===== src/rtl/tdr_shot_ctrl.sv =====
// rtl/tdr_shot_ctrl.sv - TDR shot controller: launch pulse, echo timing, settle, result handshake.
// Define TDR_AVG_EN to average 2^AVG_LOG2 shots per measurement.
module tdr_shot_ctrl #(
    parameter int PULSE_W  = 4,
    parameter int CNT_W    = 8,
    parameter int TIMEOUT  = 255,
    parameter int SETTLE   = 16,
    parameter int AVG_LOG2 = 2
) (
    input  logic             clk,
    input  logic             rst_n,
    input  logic             start,
    input  logic             abort,
    output logic             pulse_out,
    input  logic             echo_in,
    output logic             busy,
    output logic             result_valid,
    input  logic             result_ready,
    output logic [CNT_W-1:0] result_delay,
    output logic             result_timeout
);

    localparam logic [2:0] S_IDLE   = 3'd0;
    localparam logic [2:0] S_LAUNCH = 3'd1;
    localparam logic [2:0] S_LISTEN = 3'd2;
    localparam logic [2:0] S_SETTLE = 3'd3;
    localparam logic [2:0] S_DONE   = 3'd4;

`ifdef TDR_AVG_EN
    localparam bit AVG_ON = 1'b1;
`else
    localparam bit AVG_ON = 1'b0;
`endif
    localparam int NUM_SHOTS = AVG_ON ? (1 << AVG_LOG2) : 1;

    localparam int SET_W = $clog2(SETTLE + 1);
    localparam logic [CNT_W-1:0] PULSE_LAST  = CNT_W'(PULSE_W - 1);
    localparam logic [CNT_W-1:0] TIMEOUT_C   = CNT_W'(TIMEOUT);
    localparam logic [SET_W-1:0] SETTLE_LAST = SET_W'(SETTLE - 1);

    logic [2:0]       state;
    logic [2:0]       state_nxt;
    logic [CNT_W-1:0] cnt;
    logic [SET_W-1:0] settle_cnt;
    logic             to_flag;
    logic             listen_end;
    logic             settle_end;
    logic             last_shot;
    logic [CNT_W-1:0] result_value;

    // A shot ends on the first echo or at TIMEOUT; the echo takes priority.
    assign listen_end = (state == S_LISTEN) && !abort && (echo_in || (cnt == TIMEOUT_C));
    assign settle_end = (state == S_SETTLE) && !abort && (settle_cnt == SETTLE_LAST);

`ifdef TDR_AVG_EN
    localparam int SHOT_W = (AVG_LOG2 > 0) ? AVG_LOG2 : 1;
    localparam int ACC_W  = CNT_W + AVG_LOG2;

    logic [SHOT_W-1:0] shot_cnt;
    logic [ACC_W-1:0]  acc;

    assign last_shot    = (shot_cnt == SHOT_W'(NUM_SHOTS - 1));
    assign result_value = acc[ACC_W-1:AVG_LOG2];

    always_ff @(posedge clk or negedge rst_n) begin
        if (!rst_n) begin
            shot_cnt <= '0;
            acc      <= '0;
        end else begin
            if ((state == S_IDLE) && start) begin
                shot_cnt <= '0;
                acc      <= '0;
            end else if (listen_end) begin
                acc <= acc + ACC_W'(cnt);
            end else if (settle_end && !last_shot) begin
                shot_cnt <= shot_cnt + SHOT_W'(1);
            end
        end
    end
`else
    logic [CNT_W-1:0] shot_delay;

    assign last_shot    = (NUM_SHOTS == 1);
    assign result_value = shot_delay;

    always_ff @(posedge clk or negedge rst_n) begin
        if (!rst_n) begin
            shot_delay <= '0;
        end else begin
            if ((state == S_IDLE) && start) begin
                shot_delay <= '0;
            end else if (listen_end) begin
                shot_delay <= cnt;
            end
        end
    end
`endif

    always_comb begin
        state_nxt = state;
        case (state)
            S_IDLE: begin
                if (start) state_nxt = S_LAUNCH;
            end
            S_LAUNCH: begin
                if (abort)                    state_nxt = S_IDLE;
                else if (cnt == PULSE_LAST)   state_nxt = S_LISTEN;
            end
            S_LISTEN: begin
                if (abort)                    state_nxt = S_IDLE;
                else if (listen_end)          state_nxt = S_SETTLE;
            end
            S_SETTLE: begin
                if (abort)                    state_nxt = S_IDLE;
                else if (settle_end)          state_nxt = last_shot ? S_DONE : S_LAUNCH;
            end
            S_DONE: begin
                if (result_ready) state_nxt = S_IDLE;
            end
            default: state_nxt = S_IDLE;
        endcase
    end

    // Outputs are registered from the next state so they line up with the state register.
    always_ff @(posedge clk or negedge rst_n) begin
        if (!rst_n) begin
            state          <= S_IDLE;
            cnt            <= '0;
            settle_cnt     <= '0;
            to_flag        <= 1'b0;
            pulse_out      <= 1'b0;
            busy           <= 1'b0;
            result_valid   <= 1'b0;
            result_delay   <= '0;
            result_timeout <= 1'b0;
        end else begin
            state        <= state_nxt;
            pulse_out    <= (state_nxt == S_LAUNCH);
            busy         <= (state_nxt != S_IDLE);
            result_valid <= (state_nxt == S_DONE);

            case (state)
                S_IDLE: begin
                    if (start) begin
                        cnt     <= '0;
                        to_flag <= 1'b0;
                    end
                end
                S_LAUNCH: begin
                    cnt <= cnt + CNT_W'(1);
                end
                S_LISTEN: begin
                    if (listen_end) begin
                        settle_cnt <= '0;
                        if (!echo_in) to_flag <= 1'b1;
                    end else begin
                        cnt <= cnt + CNT_W'(1);
                    end
                end
                S_SETTLE: begin
                    settle_cnt <= settle_cnt + SET_W'(1);
                    if (settle_end) cnt <= '0;
                end
                default: ;
            endcase

            if ((state == S_SETTLE) && (state_nxt == S_DONE)) begin
                result_delay   <= result_value;
                result_timeout <= to_flag;
            end
        end
    end

endmodule


===== config.mk =====
export PLATFORM = sky130hd
export DESIGN_NAME = tdr_shot_ctrl
export DESIGN_NICKNAME = d
export VERILOG_FILES = /design/src/rtl/tdr_shot_ctrl.sv
export SDC_FILE = /design/constraint.sdc
export NUM_CORES = 1
export LEC_CHECK = 0
export CORE_MARGIN = 2
export CORE_UTILIZATION = 46
export DETAILED_ROUTE_END_ITERATION = 12
export GPL_TIMING_DRIVEN = 1
export PLACE_DENSITY = 0.69
export REMOVE_ABC_BUFFERS = 1
export SLEW_MARGIN = 25
export SYNTH_ARGS = -nofsm -noshare
export SYNTH_HDL_FRONTEND = slang
export SYNTH_SLANG_ARGS = --single-unit
export TNS_END_PERCENT = 5

===== constraint.sdc =====
create_clock -name clk -period 3.5 [get_ports clk]
set_input_delay 0.875 -clock clk [delete_from_list [all_inputs] [get_ports clk]]
set_output_delay 0.875 -clock clk [all_outputs]
set_load 0.1 [all_outputs]

* After elaboration in Yosys (flattened, before gate mapping) *
Index checks and enable logic that the tools add are counted.

cells by class
  add/sub/neg operators = 2
  equal/unequal tests = 14
  multiplexer cells = 21
  reduce and logical (&&, ||, !) cells = 17

operators with widths
  kind                                                                    number
  8-bit 2-to-1 mux                                                        5
  8-bit case mux with 4 select lines                                      1
  3-bit 2-to-1 mux                                                        8
  3-bit case mux with 5 select lines                                      1
  2-bit != test (second input constant)                                   5
  5-bit case mux with 2 select lines                                      1
  8-bit by 1-bit adder with 8-bit output (second input constant)          1
  8-bit by 2-bit equality test with 1-bit output (second input constant)  1
  8-bit equality test (second input constant)                             1
  4-bit AND reduction                                                     2
  3-bit by 1-bit equality test with 1-bit output (second input constant)  2
  3-bit by 2-bit equality test with 1-bit output (second input constant)  2
  3-bit equality test (second input constant)                             2
  1-bit logical AND                                                       6
  2-bit nonzero test                                                      3
  5-bit by 1-bit adder with 5-bit output (second input constant)          1
  5-bit by 4-bit equality test with 1-bit output (second input constant)  1
  5-bit 2-to-1 mux                                                        1
  4-bit nonzero test                                                      1
  3-bit logical NOT                                                       1
  1-bit 2-to-1 mux                                                        3
  3-bit nonzero test                                                      1
  1-bit case mux with 2 select lines                                      1
  2-bit AND reduction                                                     1
  2 further kinds                                                         2

word-level totals
  register bits after elaboration = 37
  output and inout port bits = 12
  logic and storage cells = 64

* Longest topological paths before layout *
  depth in word-level cells = 8
  gate-level depth with buffers = 7
  mapped depth without buffers = 7

* Worst setup path before layout *
OpenSTA, ideal clock, no wires.

  path type = input to register
  start = input port abort
  end = register result_delay[0]
  library setup time = 125 ps
  arrival = 1807 ps
  required time = 3375 ps
  slack = 1567 ps
  stages on the path = 3
  path buffers = 0
  path through = or3b_4 nor2_8 mux2_2

on the way
  word-level cells in the longest chain between the ends = 8
  elaborated cells between the ends (all ways) = 13
  classes of those cells = 1 x eq/ne; 6 x mux; 6 x reduce/logical

RTL lines
  element                                                    line      text
  start: declaration                                         13        input logic abort,
  1-bit logical NOT                                          52, 53
  1-bit logical AND, on equally long branches (2 in series)  53, 52
  3-bit 2-to-1 mux, on equally long branches                 115, 111
  3-bit 2-to-1 mux, on equally long branches                 114, 110
  3-bit case mux with 5 select lines *                       101       case (state)
  3-bit equality test *                                      167       if ((state == S_SETTLE) && (state_nxt == S_DONE)) begin
  1-bit logical AND *                                        167
  end signal: assignment                                     168       result_delay <= result_value;
  end: declaration                                           19        output logic [CNT_W-1:0] result_delay,

Every way passes the cells marked *; elsewhere a longest branch is shown, timed or not.
A chain may end at the register's enable or synchronous reset.

* Worst setup path after layout *
  start = input port abort
  end = register settle_cnt[3]

on the way
  word-level cells in the longest chain between the ends = 5

RTL lines
  element                               line  text
  1-bit logical NOT                     52    assign listen_end = (state == S_LISTEN) && !abort && (echo_in || (cnt == TIMEOUT_C));
  1-bit logical AND (2 in series)       52
  2-bit != test (no source line)        n/a
  2-bit AND reduction (no source line)  n/a
  end signal: assignment                161   settle_cnt <= settle_cnt + SET_W'(1);
  end: declaration                      44    logic [SET_W-1:0] settle_cnt;

No other way between the ends.

==> results.toml <==
[critical_path]
startpoint_type = "input port"
slowest_stage = "clkdlybuf4s50_1"
reg2reg_slack_ns = 1.44
worst_r2r_path_depth = 7
max_stage_delay_ns = 0.47
crit_required_ns = 3.66
crit_type = "in2reg"
end_kind = "flop"
r2r-end = "cnt[2]$_DFFE_PN0P_"
reg2reg_from = "settle_cnt[0]$_DFFE_PN0P_"
crit_fanout = 13
path_cells = "clkdlybuf4s50_1 -> nor3b_2 -> nand2b_1 -> o21ai_0 -> a31oi_1"
arrival_ns = 2.45

[timing]
fin_skew_ns = 0.00578
setup-tns-final_ns = 0
fin_crit_ns = 2.29
timing.final.crit_share = 0.653
rsz0062_at_grt = "no"
hold_viol_final = 0
slew_headroom = 0.644
worst_slew_pin_slew_ns = 0.533
fmax_ghz = 0.438
drv_slew = 0
setup_viol = 0

[detailed_routing]
wire_per_inst_um = 15.9
antenna_left = 0
drt_wl_total_mm = 3.70
via_count = 1376
first_iter_violations = 51
drc = 0
dr.pass1.iters = 4
routed_via_density = 5.93

[floorplan]
die_w_um = 67.1
core_um2 = 3740
rows = 22
die_h_um = 67.1
die_area_um2 = 4500
initial_core_util = 0.489
ioPinCount = 18

[power]
power_density_nw_per_um2 = 628
p_comb_frac = 0.309
switching_power_uw = 491
p_int_uw = 837
peakVddDrop_mv = 0.355
clockPowerShare = 0.265
seq_power_share = 0.425
leakage_nw = 0.961
switching_share = 0.370

[place]
dp.final_hpwl_mm = 2.66
io_buffers = 17
gp_congestion = 0.903
dp.cells = 225

[logic_synthesis]
ys_seq_area_frac = 0.506
async_flop_share = 1.00
synth.distinct_cells = 46
synthesis.area_um2 = 1830
synth_edf_count = 0
synth_ff_type = "dfrtp_1"
yosysWarnings = 0
avgSynthCellArea_um2 = 11.2
ys_ff_latch = 37
syn-instance-count = 164

[hold_path]
hold_class = "reg2reg"
hold_end = "result_delay[2]$_DFFE_PN0P_"
hp-start = "result_delay[2]$_DFFE_PN0P_"
whs_path_depth = 1

[finish]
layout_commonest_cell = "dfrtp_1"
diodes = 0
nets = 193
final_cell_mix = "37 x dfrtp_1, 14 x buf_4, 10 x o211ai_1"
drive_gt1_frac = 0.234
synthToLayoutAreaGrowth_pct = 15.5
stdcell_count = 232

[grt]
grt_overflow = 0
grt_pass1_vias = 1305
grt_max_degree = 38
grt_pass1_wl_mm = 6.39
grt_usage = 0.196
antenna_found_initial = 0

[clock_network]
postCtsHoldBufs = 0
cts_resized = 0
h-tree-depth = 2
numCtsBuffers = 5
cts.sinks = 37
ctsLongestPathBuffers = 2
path_clk_slew_ns = 0.07
root_buffer = "clkbuf_8"
post-cts-setup-buffers = 0
cts_tree = "yes"
clk-insertion-delay-late_ns = 0.29

[outcome]
outcome = "complete, no violations"

[run]
maxCapViolations = 0
## Yosys cell counts, drive strengths merged (4+ instances only)
library cell	n	area share
nor2	7	0.034
nand2	10	0.025
nand3	8	0.022
a211oi	5	0.021
nand3b	5	0.021
mux2	9	0.055
inv	8	0.016
buf	4	0.015
o22ai	4	0.014
dfrtp	37	0.51
o21ai	15	0.043
o211ai	10	0.041
## area by class of cell
cell class              instances  area [um2]
flip-flops and latches         37         926
clock buffers                   5        68.8
clock inverters                 2        35.0
well taps                      48        60.1
multi-input cells             113         838
repair buffers                 19         155
inverters                       8        30.0
fillers                       331        1630
## power groups by stage
stage	Clock, mW	Sequential [mW]	Combinational (mW)
detailed placement	0	0.572	0.409
finish	0.352	0.565	0.411
global route	0.383	0.577	0.452
floorplan	0	0.636	0.232
CTS	0.361	0.563	0.411
global placement	0	0.566	0.397
## state kept, by name (all words and copies together), names as in the netlist
register and count:
busy 1, cnt 8, pulse_out 1, result_delay 8
result_timeout 1, result_valid 1, result_value 8, settle_cnt 5
state 3, to_flag 1
## metrics by stage
step           utilization  cell area, um2  total power [mW]  hold slack [ns]  setup slack [ns]
6_report             0.565            2110              1.33            0.508              1.21
4_1_cts              0.565            2110              1.34            0.512              1.21
3_3_place_gp         0.537            2010             0.963            0.456             0.989
2_1_floorplan            -            1790             0.869            0.441              1.54
5_1_grt              0.565            2110              1.41            0.536              1.08
3_5_place_dp         0.537            2010             0.981            0.496             0.904
## cells by family after synthesis
| logic type | after synthesis | share of synthesized area |
|---|---|---|
| and+or+nand+nor | 50 | 0.184 |
| AOI/OAI and AO/OA | 47 | 0.177 |
| DFF | 37 | 0.506 |
| buffers and inverters | 14 | 0.0356 |
| muxes | 12 | 0.0718 |
| adders and majority gates | 3 | 0.0205 |
| xor gates and xnor gates | 1 | 0.00479 |
## layer usage
metal	global-route usage	share of wire	routed length, um
met4	0.0816	0.016	59
met3	0.0507	0.042	156
met1	0.251	0.45	1650
met5	0	0	0
met2	0.312	0.49	1830
## worst max-delay path by stage
stage | from | to | slack, ns | cells past startpoint
5_1_grt | abort | settle_cnt[3]$_DFFE_PN0P_ | 1.08 | 5
6_report | abort | settle_cnt[3]$_DFFE_PN0P_ | 1.21 | 5
3_5_place_dp | abort | settle_cnt[3]$_DFFE_PN0P_ | 0.90 | 5
3_3_place_gp | abort | settle_cnt[3]$_DFFE_PN0P_ | 0.99 | 5
4_1_cts | abort | settle_cnt[3]$_DFFE_PN0P_ | 1.21 | 5
2_1_floorplan | cnt[0]$_DFFE_PN0P_ | settle_cnt[3]$_DFFE_PN0P_ | 1.54 | 5
## critical path, delay by kind of cell
family,cells,cell delay [ns]
and+or+nand+nor,2,0.57
buffers and inverters,1,0.47
AOI/OAI and AO/OA,2,0.54
(Power assumes the default switching activity.)
